## config.mk

```make
export PLATFORM = sky130hd
export DESIGN_NAME = gray_timestamp_fifo_flat
export DESIGN_NICKNAME = d
export VERILOG_FILES = /design/src/rtl/gray_timestamp_fifo_if.sv /design/src/rtl/gray_timestamp_fifo.sv /design/src/flat_wrapper.sv
export SDC_FILE = /design/constraint.sdc
export NUM_CORES = 1
export LEC_CHECK = 0
export CORE_MARGIN = 2
export CORE_UTILIZATION = 53
export CTS_CLUSTER_SIZE = 40
export DETAILED_ROUTE_END_ITERATION = 6
export HOLD_SLACK_MARGIN = 0.12
export PLACE_DENSITY = 0.77
export SYNTH_ARGS = -nofsm -noshare
export SYNTH_HDL_FRONTEND = slang
export SYNTH_SLANG_ARGS = --single-unit
```

## constraint.sdc

```tcl
create_clock -name clk -period 7.1 [get_ports clk]
set_clock_uncertainty 0.05 [all_clocks]
set_input_delay 1.42 -clock clk [delete_from_list [all_inputs] [get_ports clk]]
set_output_delay 1.42 -clock clk [all_outputs]
set_load 0.05 [all_outputs]
```

## src/rtl/gray_timestamp_fifo_if.sv

```systemverilog
`default_nettype none
// ============================================================================
//  Module   : gray_timestamp_fifo_if
//  Brief    : Bus bundle between the feedback controller and the timestamp FIFO.
//  Revision : 1.0
// ============================================================================
interface gray_timestamp_fifo_if #(
    parameter int WIDTH = 17,
    parameter int DEPTH = 4
);
    localparam int C_CNT_W = $clog2(DEPTH) + 1;

    logic [WIDTH-1:0]   gray_in;
    logic               event_in;
    logic               rd_en;
    logic               ovf_clr;
    logic [WIDTH-1:0]   ts_out;
    logic [WIDTH-1:0]   delta_out;
    logic               valid;
    logic               full;
    logic [C_CNT_W-1:0] count;
    logic               overflow;

    modport master (
        output gray_in, event_in, rd_en, ovf_clr,
        input  ts_out, delta_out, valid, full, count, overflow
    );

    modport slave (
        input  gray_in, event_in, rd_en, ovf_clr,
        output ts_out, delta_out, valid, full, count, overflow
    );
endinterface
`default_nettype wire

```

## src/rtl/gray_timestamp_fifo.sv

```systemverilog
`default_nettype none
// ============================================================================
//  Module   : gray_timestamp_fifo
//  Brief    : Synchronises a gray count, timestamps events, queues {ts, delta}.
//  Revision : 1.0
// ============================================================================
module gray_timestamp_fifo #(
    parameter int WIDTH       = 17,
    parameter int DEPTH       = 4,
    parameter int SYNC_STAGES = 2
) (
    input  wire logic             clk,
    input  wire logic             reset,
    gray_timestamp_fifo_if.slave  bus
);
    localparam int C_PTR_W = $clog2(DEPTH);
    localparam int C_CNT_W = C_PTR_W + 1;

    logic [WIDTH-1:0]   sync_q [SYNC_STAGES];
    logic [WIDTH-1:0]   bin_q;
    logic [WIDTH-1:0]   last_ts_q;
    logic [WIDTH-1:0]   ts_mem_q [DEPTH];
    logic [WIDTH-1:0]   dl_mem_q [DEPTH];
    logic [C_PTR_W-1:0] wr_ptr_q;
    logic [C_PTR_W-1:0] rd_ptr_q;
    logic [C_CNT_W-1:0] count_q;
    logic [C_CNT_W-1:0] count_d;
    logic               overflow_q;
    logic               overflow_d;

    logic [WIDTH-1:0]   w_bin;
    logic [WIDTH-1:0]   w_cand_delta;
    logic               w_valid;
    logic               w_full;
    logic               w_pop;
    logic               w_push;
    logic               w_drop;

    always_ff @(posedge clk or posedge reset) begin
        if (reset) begin
            for (int s = 0; s < SYNC_STAGES; s++) sync_q[s] <= '0;
        end else begin
            sync_q[0] <= bus.gray_in;
            for (int s = 1; s < SYNC_STAGES; s++) sync_q[s] <= sync_q[s-1];
        end
    end

    // Binary bit i is the XOR of all gray bits from i up to the MSB.
    always_comb begin
        w_bin = '0;
        for (int i = 0; i < WIDTH; i++) w_bin[i] = ^(sync_q[SYNC_STAGES-1] >> i);
    end

    assign w_valid      = (count_q != '0);
    assign w_full       = (count_q == C_CNT_W'(DEPTH));
    assign w_pop        = bus.rd_en & w_valid;
    assign w_push       = bus.event_in & (~w_full | w_pop);
    assign w_drop       = bus.event_in & w_full & ~w_pop;
    assign w_cand_delta = bin_q - last_ts_q;

    always_comb begin
        count_d = count_q;
        case ({w_push, w_pop})
            2'b10:   count_d = count_q + C_CNT_W'(1);
            2'b01:   count_d = count_q - C_CNT_W'(1);
            default: count_d = count_q;
        endcase
    end

    // A drop in the same cycle as a clear leaves the flag set.
    always_comb begin
        overflow_d = overflow_q;
        if (w_drop)
            overflow_d = 1'b1;
        else if (bus.ovf_clr)
            overflow_d = 1'b0;
    end

    always_ff @(posedge clk or posedge reset) begin
        if (reset) begin
            bin_q      <= '0;
            last_ts_q  <= '0;
            wr_ptr_q   <= '0;
            rd_ptr_q   <= '0;
            count_q    <= '0;
            overflow_q <= 1'b0;
            for (int e = 0; e < DEPTH; e++) begin
                ts_mem_q[e] <= '0;
                dl_mem_q[e] <= '0;
            end
        end else begin
            bin_q      <= w_bin;
            count_q    <= count_d;
            overflow_q <= overflow_d;
            if (w_push) begin
                ts_mem_q[wr_ptr_q] <= bin_q;
                dl_mem_q[wr_ptr_q] <= w_cand_delta;
                wr_ptr_q           <= wr_ptr_q + C_PTR_W'(1);
                last_ts_q          <= bin_q;
            end
            if (w_pop)
                rd_ptr_q <= rd_ptr_q + C_PTR_W'(1);
        end
    end

    assign bus.ts_out    = w_valid ? ts_mem_q[rd_ptr_q] : '0;
    assign bus.delta_out = w_valid ? dl_mem_q[rd_ptr_q] : '0;
    assign bus.valid     = w_valid;
    assign bus.full      = w_full;
    assign bus.count     = count_q;
    assign bus.overflow  = overflow_q;
endmodule
`default_nettype wire
```

## src/flat_wrapper.sv

```systemverilog
// flat-port wrapper written by rule: the top's interface ports become plain ports
module gray_timestamp_fifo_flat 
#(
    parameter int WIDTH       = 17,
    parameter int DEPTH       = 4,
    parameter int SYNC_STAGES = 2
)
  (clk, reset, bus_gray_in, bus_event_in, bus_rd_en, bus_ovf_clr, bus_ts_out, bus_delta_out, bus_valid, bus_full, bus_count, bus_overflow);
  gray_timestamp_fifo_if #(.WIDTH(WIDTH), .DEPTH(DEPTH)) bus_i ();
  input  wire logic clk;
  input  wire logic reset;
  input wire logic [$bits(bus_i.gray_in)-1:0] bus_gray_in;
  input wire logic [$bits(bus_i.event_in)-1:0] bus_event_in;
  input wire logic [$bits(bus_i.rd_en)-1:0] bus_rd_en;
  input wire logic [$bits(bus_i.ovf_clr)-1:0] bus_ovf_clr;
  output wire logic [$bits(bus_i.ts_out)-1:0] bus_ts_out;
  output wire logic [$bits(bus_i.delta_out)-1:0] bus_delta_out;
  output wire logic [$bits(bus_i.valid)-1:0] bus_valid;
  output wire logic [$bits(bus_i.full)-1:0] bus_full;
  output wire logic [$bits(bus_i.count)-1:0] bus_count;
  output wire logic [$bits(bus_i.overflow)-1:0] bus_overflow;
  assign bus_i.gray_in = bus_gray_in;
  assign bus_i.event_in = bus_event_in;
  assign bus_i.rd_en = bus_rd_en;
  assign bus_i.ovf_clr = bus_ovf_clr;
  assign bus_ts_out = bus_i.ts_out;
  assign bus_delta_out = bus_i.delta_out;
  assign bus_valid = bus_i.valid;
  assign bus_full = bus_i.full;
  assign bus_count = bus_i.count;
  assign bus_overflow = bus_i.overflow;
  gray_timestamp_fifo #(.WIDTH(WIDTH), .DEPTH(DEPTH), .SYNC_STAGES(SYNC_STAGES)) u_core (.clk(clk), .reset(reset), .bus(bus_i));
endmodule
```

==> results by group <==
Logic synthesis
  – Cells after Synth: 750
  – Synth Net Count: 794
  – Library cells used by synthesis: 47
  – Synth Register Bits: 212
  – Largest cells by area after synthesis: dfrtp_1, mux2_2, mux4_2
  – Register area share after synthesis: 0.555
  – Ys Warns: 0
  – Post-synth top flop: dfrtp_1
  – Syn Area/Cell: 12.7 sq um
  – Largest area contributor in the netlist: dfrtp_1
  – Number of synthesized flops with an enable pin: 0
  – Synth top area share: 0.555
  – Synthesized area: 9550 sq um
  – FFs w/ async S/R, synth: 1.00

Clock network
  – Clk_lat worst skew: 500 ps
  – Worst-path clk slew: 60 ps
  – Cts repair resizes: 0
  – Cts bufs inserted: 24
  – CTS HTree Levels: 1
  – CTS tree: done
  – CTS Root Cell: clkbuf_16
  – Hold buffers post-CTS: 0
  – Post-CTS Setup Inserts: 0
  – Clock net sink count: 212
  – Bufs on Longest Clock Path: 3

Floorplanning
  – Core Area: 17800 sq um
  – Initial Util: 0.536
  – # IOs: 62
  – Die area: 19100 sq um
  – Die height: 138 microns
  – FP Rows: 49
  – Chip Width: 138 microns

Worst hold path
  – Hold WC Path Type: reg2reg

Detailed routing
  – TritonRoute pass-1 iters: 7
  – Total routed wirelength: 18700 microns
  – Final ANT Viol Nets: 0
  – Routed len/inst: 17.8 microns
  – Residual DRC: 0
  – Via count: 5943
  – Drt initial violations: 473
  – Via/cell ratio: 5.65

Job
  – Max-cap violation count: 0

GRT
  – Pin count of the biggest net entering global routing: 213
  – GR Overflow Total: 0
  – Tot GR Track Use: 0.202
  – First-pass GRT wire length: 31800 microns
  – Vias in the first global route: 6177
  – Initial antenna violation count: 0

Final layout
  – Fill count: 1303
  – Final Non-Filler Cells: 1051
  – Register area: 5310 sq um
  – Share of cells above drive strength 1: 0.220
  – Area Growth Syn to Fin: 17.3%
  – Multi-input logic area: 3920 sq um
  – Diode count: 0
  – Design Area, Final: 11200 sq um
  – Final nets: 848

Placement
  – Dpl cells: 1007
  – Final RePlAce weighted congestion: 0.817
  – Placed Area: 10300 sq um
  – Port bufs: 61
  – HPWL Detailed: 11800 microns

STA
  – RSZ-0062 raised after global routing: no
  – Max-slew violations: 0
  – Worst slew pin tran: 1220 ps
  – Final Hold Vio Count: 0
  – Post-route minimum period: 4640 ps
  – # setup viols final: 0
  – Final hold slack: 295 ps
  – Rel. slew slack: 0.184
  – Post-route setup TNS: 0 ps
  – Tcrit/Tclk final: 0.654
  – F_max: 215 MHz

Critical path
  – Worst EP required: 5630 ps
  – Crit-path max FO: 21
  – Worst Path Arrival: 3170 ps
  – Worst setup EP type: output pin
  – CP startpoint kind: flip-flop
  – Critical path class: reg2out

Status
  – Status: complete, no violations
==> cells in the mapped netlist, types with 13 or more instances <==
library cell    n
and2_1         34
buf_2          20
clkbuf_1       16
dfrtp_1       212
ha_1           20
inv_1          33
mux2_2         86
mux4_2         34
nand2_1        88
nor2_1         13
o21ai_0        68
o31ai_1        13
xnor2_1        25
xor2_1         15
==> kinds of logic (layout without fill, tap and decap cells) <==
logic type               count (synthesis)  in the layout  synth area share
AND/OR/NAND/NOR                        161            161            0.0794
flip-flops                             212            212             0.555
adder cells (fa/ha/maj)                 22             22            0.0304
multiplexers                           120            120             0.182
AO/OA/AOI/OAI                          115            115            0.0719
buffers and inverters                   75            147            0.0341
XOR/XNOR                                45             45            0.0475
==> worst max-delay path, cell delays in order (launching register included) <==
cell and delay (ps):
dfrtp_2 710, buf_4 500, mux4_2 580, and2_1 180, clkdlybuf4s50_1 700
==> worst paths after layout <==
kind / slack [ps] / cells past startpoint / endpoint / from
setup / recovery: 2460 / 4 / bus_delta_out[14] / u_core.rd_ptr_q[0]
min in group asynchronous: 1430 / 3 / u_core.sync_q[18] / reset
max in group asynchronous: 4580 / 3 / u_core.dl_mem_q[66] / reset
hold reg to reg: 290 / 0 / u_core.sync_q[2] / u_core.sync_q[19]
setup reg to reg: 3960 / 10 / u_core.bus.count[2] / u_core.bus.count[0]
hold / removal: 290 / 0 / u_core.sync_q[2] / u_core.sync_q[19]
==> registers in the layout, summed over array words and instances, names as in the netlist <==
| signal | flops |
|---|---|
| u_core.sync_q | 34 |
| u_core.bus.count | 3 |
| u_core.rd_ptr_q | 2 |
| u_core.bus.overflow | 1 |
| u_core.wr_ptr_q | 2 |
| u_core.last_ts_q | 17 |
| u_core.dl_mem_q | 68 |
| u_core.ts_mem_q | 68 |
| u_core.bin_q | 17 |
==> final cells by class <==
class | count | area share
sequential | 212 | 0.474
multi-input combinational | 463 | 0.350
clock buffer | 37 | 0.0670
timing repair buffer | 70 | 0.0616
tap | 229 | 0.0256
inverter | 33 | 0.0114
clock inverter | 7 | 0.0106
==> routing by layer <==
| layer | track usage | vias up | part of all wire |
|---|---|---|---|
| met2 | 0.331 | 155 | 0.49 |
| met4 | 0.0505 | 0 | 0.016 |
| met1 | 0.290 | 3052 | 0.45 |
| met5 | 0 | - | 0 |
| li1 | - | 2709 | - |
| met3 | 0.0291 | 27 | 0.040 |
==> cell usage in the layout (no fill, tap or decap), drive strengths merged, types with 28 or more instances in the layout <==
master         synthesis  final
inv                   33     32
clkdlybuf4s50          0     61
mux2                  86     86
mux4                  34     34
nand2                 88     88
xnor2                 28     28
and2                  34     34
o21ai                 70     70
clkbuf                16     37
dfrtp                212    212
==> through the flow <==
step                      utilization  setup WS, ps
after CTS                       0.628          2390
final                           0.628          2460
after detailed placement        0.579          2850
after global placement          0.579          2940
after global routing            0.628          2300
after floorplan                     -          2870
Power is left out: the tool's default activity adds up to more than one toggle a clock period on the data nets, which glitch-free logic cannot reach.
